`src/rtl/hex_seg_capture.sv`:
```
// hex_seg_capture: debounces 7-segment pins and digit strobes and assembles 4-digit hex frames.
// Define HEX_SEG_CHANGE_ONLY_EN to drop completed frames that repeat the last delivered one.
module hex_seg_capture #(
    parameter int STABLE_CYC = 4
) (
    input  logic        CLK,
    input  logic        RST,
    input  logic [6:0]  SEG,
    input  logic [3:0]  DIG_SEL,
    input  logic        ACK,
    output logic [15:0] DIGITS,
    output logic        VALID,
    output logic        OVR,
    output logic        ERR
);
    typedef enum logic {SETTLE, CAPTURED} state_t;
    localparam logic [7:0] LAST = 8'(STABLE_CYC - 1);

    state_t      state_q;
    logic [6:0]  seg_s1_q, seg_s2_q;
    logic [3:0]  sel_s1_q, sel_s2_q;
    logic [7:0]  cnt_q;
    logic [3:0]  slot_q [4];
    logic [3:0]  seen_q, seen_d;
    logic [15:0] digits_q, frame;
    logic        valid_q, ovr_q, err_q;
`ifdef HEX_SEG_CHANGE_ONLY_EN
    logic        shown_q;
`endif
    logic        stable, capture, frame_done, deliver, frame_err;
    logic [1:0]  idx;
    logic [3:0]  code;

    function automatic logic [3:0] decode(input logic [6:0] l);
        case (l)
            7'h3F:   decode = 4'h0;
            7'h06:   decode = 4'h1;
            7'h5B:   decode = 4'h2;
            7'h4F:   decode = 4'h3;
            7'h66:   decode = 4'h4;
            7'h6D:   decode = 4'h5;
            7'h7C:   decode = 4'h6;
            7'h07:   decode = 4'h7;
            7'h7F:   decode = 4'h8;
            7'h6F:   decode = 4'h9;
            7'h40:   decode = 4'hA;
            7'h00:   decode = 4'hB;
            default: decode = 4'hF;
        endcase
    endfunction

    // Stability compares the value about to enter stage 2 with stage 2 itself,
    // so a window closes one edge earlier than a separate history register would.
    always_comb begin
        stable     = seg_s1_q == seg_s2_q && sel_s1_q == sel_s2_q && $onehot(~sel_s2_q);
        capture    = state_q == SETTLE && stable && cnt_q == LAST;
        idx        = !sel_s2_q[0] ? 2'd0 : !sel_s2_q[1] ? 2'd1 : !sel_s2_q[2] ? 2'd2 : 2'd3;
        code       = decode(~seg_s2_q);
        frame      = {slot_q[3], slot_q[2], slot_q[1], slot_q[0]};
        frame_err  = slot_q[0] == 4'hF || slot_q[1] == 4'hF || slot_q[2] == 4'hF || slot_q[3] == 4'hF;
        frame_done = seen_q == 4'hF;
`ifdef HEX_SEG_CHANGE_ONLY_EN
        deliver    = frame_done && !(shown_q && frame == digits_q);
`else
        deliver    = frame_done;
`endif
        seen_d     = (frame_done ? 4'h0 : seen_q) | (capture ? 4'b0001 << idx : 4'h0);
    end

    always_ff @(posedge CLK) begin
        if (RST) begin
            state_q  <= SETTLE;
            seg_s1_q <= '0;
            seg_s2_q <= '0;
            sel_s1_q <= '0;
            sel_s2_q <= '0;
            cnt_q    <= '0;
            slot_q   <= '{default: 4'h0};
            seen_q   <= '0;
            digits_q <= '0;
            valid_q  <= 1'b0;
            ovr_q    <= 1'b0;
            err_q    <= 1'b0;
`ifdef HEX_SEG_CHANGE_ONLY_EN
            shown_q  <= 1'b0;
`endif
        end else begin
            seg_s1_q <= SEG;
            seg_s2_q <= seg_s1_q;
            sel_s1_q <= DIG_SEL;
            sel_s2_q <= sel_s1_q;
            seen_q   <= seen_d;
            case (state_q)
                SETTLE: begin
                    cnt_q <= stable && !capture ? cnt_q + 8'd1 : 8'd0;
                    if (capture) begin
                        slot_q[idx] <= code;
                        state_q     <= CAPTURED;
                    end
                end
                CAPTURED: if (sel_s1_q != sel_s2_q) state_q <= SETTLE;
            endcase
            if (deliver) begin
                digits_q <= frame;
                valid_q  <= 1'b1;
                ovr_q    <= !ACK && (ovr_q || valid_q);
                err_q    <= frame_err;
`ifdef HEX_SEG_CHANGE_ONLY_EN
                shown_q  <= 1'b1;
`endif
            end else if (ACK && valid_q) begin
                valid_q <= 1'b0;
                ovr_q   <= 1'b0;
            end
        end
    end

    assign DIGITS = digits_q;
    assign VALID  = valid_q;
    assign OVR    = ovr_q;
    assign ERR    = err_q;
endmodule

```
`config.mk`:
```
export PLATFORM = sky130hd
export DESIGN_NAME = hex_seg_capture
export DESIGN_NICKNAME = d
export VERILOG_FILES = /design/src/rtl/hex_seg_capture.sv
export SDC_FILE = /design/constraint.sdc
export NUM_CORES = 1
export LEC_CHECK = 0
export BUFFER_PORTS_ARGS = -buffer_cell sky130_fd_sc_hd__buf_2
export CORE_MARGIN = 2
export CORE_UTILIZATION = 55
export CTS_CLUSTER_SIZE = 14
export DETAILED_ROUTE_END_ITERATION = 7
export GPL_ROUTABILITY_DRIVEN = 0
export PLACE_DENSITY = 0.86
export SLEW_MARGIN = 20
export SYNTH_ARGS = -nofsm -noshare
export SYNTH_HDL_FRONTEND = slang
export SYNTH_SLANG_ARGS = --single-unit
```
`constraint.sdc`:
```
create_clock -name CLK -period 8.8 [get_ports CLK]
set_input_delay 0.44 -clock CLK [delete_from_list [all_inputs] [get_ports CLK]]
set_output_delay 0.44 -clock CLK [all_outputs]
set_load 0.02 [all_outputs]
```
==> results.toml <==
[outcome]
status = "completed"

[worst_hold_path]
hp-class = "in -> reg"
hp-start = "SEG[4]"
worstHoldPathCells = 2
hold_end = "seg_s1_q[4]"

[worst_setup_path]
worstSetupEndpointType = "register"
rr_endpoint = "frame[7]"
path_buf_inv = 1
cp-start-kind = "register"
path_delay_family = "simple AND/OR/NAND/NOR gates"
cp_slowest_cell = "fa_1"
crit_arrival_ps = 3220
r2r_start = "sel_s2_q[0]"
crit_path_max_incr_delay_ps = 560
crit_type = "reg -> reg"
rrSetupSlack_ps = 5770
critPathMaxFanout = 7
reg2reg_depth = 9
path_cells = "fa_1, inv_1, ha_1, ha_1, nor3b_1, nand4_2, or3_1, a2111oi_1, nor3_1"
required_ps = 8990
crit_top_cell = "ha_1"

[power]
power_per_cell_area_nw_per_um2 = 184
worst_ir_drop_vdd_mv = 0.105
leakage_nw = 1.24

[grt]
antenna_found_initial = 0
grt_max_degree = 65
grt_overflow = 0
grt_pass1_wl_um = 8960
grt_pass1_vias = 2126
grtUsageTotal = 0.183

[layout]
nets = 369
n_fill_cell = 452
multi_input_area_um2 = 1540
drive_above_1_share = 0.175
mostFrequentLayoutCells = "dfxtp_1 (70), nand2_1 (39), a21oi_1 (37)"
instances_no_fill = 426
syn2layout_area_growth_pct = 11.1
seqCellArea_um2 = 1400
mostFrequentLayoutCell = "dfxtp_1"
num_antenna_cells = 0

[flow_run]
max-cap-violations = 0

[synthesis]
synth.avg_cell_area_um2 = 9.46
synth_area_leaders = "dfxtp_1 (46%), a21oi_1 (6.0%), nor2b_1 (5.1%), nand2_1 (4.8%), xnor2_1 (4.0%)"
syn_inst = 325
yosysWarnings = 0
synthesis.nets = 344
synth_area_um2 = 3080
synth_ff_type = "dfxtp_1"
ys_ff_latch = 70
synth_top_area_frac = 0.456
yosysTopAreaCell = "dfxtp_1"
synth_seq_area_share = 0.456
async_flop_share = 0
synth_edf_count = 0
yosysUniqueCellTypes = 53

[clocking]
root_buffer = "clkbuf_8"
cts_inserted_buffers = 9
clk_pin_slew_ps = 70
postCtsSetupRepairBufs = 0
clock_latency_ps = 340
cts.sinks = 70
cts_tree = "yes"
cts_buffer_depth = 2
cts_resized = 0
ctsHoldBuffers = 0
htree_levels = 3

[timing]
fin_crit_sh = 0.344
worst_slew_pin_slew_ps = 1030
finalSetupTns_ps = 0
setup_violations = 0
rsz0062_at_grt = "false"
slew_violations = 0
maxSlewHeadroom = 0.311
hold_viol_final = 0
max_freq_ghz = 0.330
period_minus_slack_ps = 3030
clock_skew_ps = 6.41

[route]
postRouteWirelength_um = 5340
drtIter0Drc = 177
num_vias = 2318
wl_per_cell_um = 12.5
drtPass1Iterations = 4
antenna_left = 0
viasPerCell = 5.44
drc_errors = 0

[floorplan]
die_w_um = 78.8
core-area_um2 = 5440
boundaryPins = 33
dieHeight_um = 78.8
die-area_um2 = 6210
start_util = 0.565
row_count = 27

[placement]
dpl.hpwl_um = 3740
portBuffers = 32
post-place-cells = 411
sequential cells by signal, indices dropped and copies added, names as in the netlist:
register	cells
seen_q	4
ERR	1
sel_s1_q	4
seg_s1_q	7
sel_s2_q	4
OVR	1
cnt_q	8
seg_s2_q	7
VALID	1
frame	16
state_q	1
DIGITS	16
cell type report:
class | instances | area share
inverter | 6 | 0.00659
multi-input combinational | 231 | 0.449
sequential | 70 | 0.410
timing repair buffer | 32 | 0.0469
tap | 72 | 0.0264
clock buffer | 12 | 0.0483
clock inverter | 3 | 0.0124
synth_stat cells (all sizes together), types with 2 or more instances:
cell type and n:
dfxtp 70, nand2 39, a21oi 37, nor2b 25, nor2 21, xnor2 15
nor3 10, buf 9, clkbuf 9, nand4 8, inv 6, nand3 6
o21bai 6, or3 6, o21ai 5, xor2 5, a211oi 4, ha 4
nor4 4, mux2i 3, nor4b 3, a2111oi 2, a22oi 2, and4 2
nand2b 2, o2111ai 2, o32ai 2, or2b 2, or4b 2
layer usage:
layer | up-vias | GRT usage | part of all wire
met4 | 0 | 0.0982 | 0.021
met5 | - | 0 | 0
met1 | 1071 | 0.211 | 0.46
met2 | 51 | 0.311 | 0.48
li1 | 1183 | - | -
met3 | 13 | 0.0466 | 0.047
per-stage QoR:
step / instance area (um2) / hold slack, ps / utilization / power, mW / setup slack [ps]
6_report: 3420 / 302 / 0.628 / 0.629 / 5770
5_1_grt: 3420 / 316 / 0.628 / 0.650 / 5580
4_1_cts: 3420 / 293 / 0.628 / 0.634 / 5760
3_5_place_dp: 3210 / 444 / 0.590 / 0.372 / 5760
3_3_place_gp: 3210 / 440 / 0.590 / 0.371 / 5910
2_1_floorplan: 3080 / 443 / - / 0.366 / 6010
kinds of logic (layout without fill, tap and decap cells):
| logic type | Yosys count | count (layout) | share of synthesized area |
|---|---|---|---|
| AND/OR/NAND/NOR | 135 | 135 | 0.264 |
| flip-flops | 70 | 70 | 0.456 |
| AO/OA/AOI/OAI | 68 | 68 | 0.143 |
| buffers and inverters | 24 | 53 | 0.0452 |
| XOR/XNOR | 20 | 20 | 0.0594 |
| adder cells (fa/ha/maj) | 5 | 5 | 0.0228 |
| multiplexers | 3 | 3 | 0.00976 |
how the worst max path moves through the flow:
stage	start	endpoint	cells after the start
finish	sel_s2_q[0]	frame[7]	9
global route	sel_s2_q[0]	frame[7]	9
CTS	sel_s2_q[0]	frame[15]	9
detailed placement	sel_s2_q[0]	frame[15]	9
global placement	sel_s2_q[0]	frame[15]	9
floorplan	sel_s2_q[0]	frame[15]	10
power by group:
part           internal, mW  switching, mW
clock network         0.152          0.112
registers             0.321        0.00570
logic                0.0168         0.0206
total                 0.490          0.138
No activity file was read; power rests on OpenSTA's default activity.
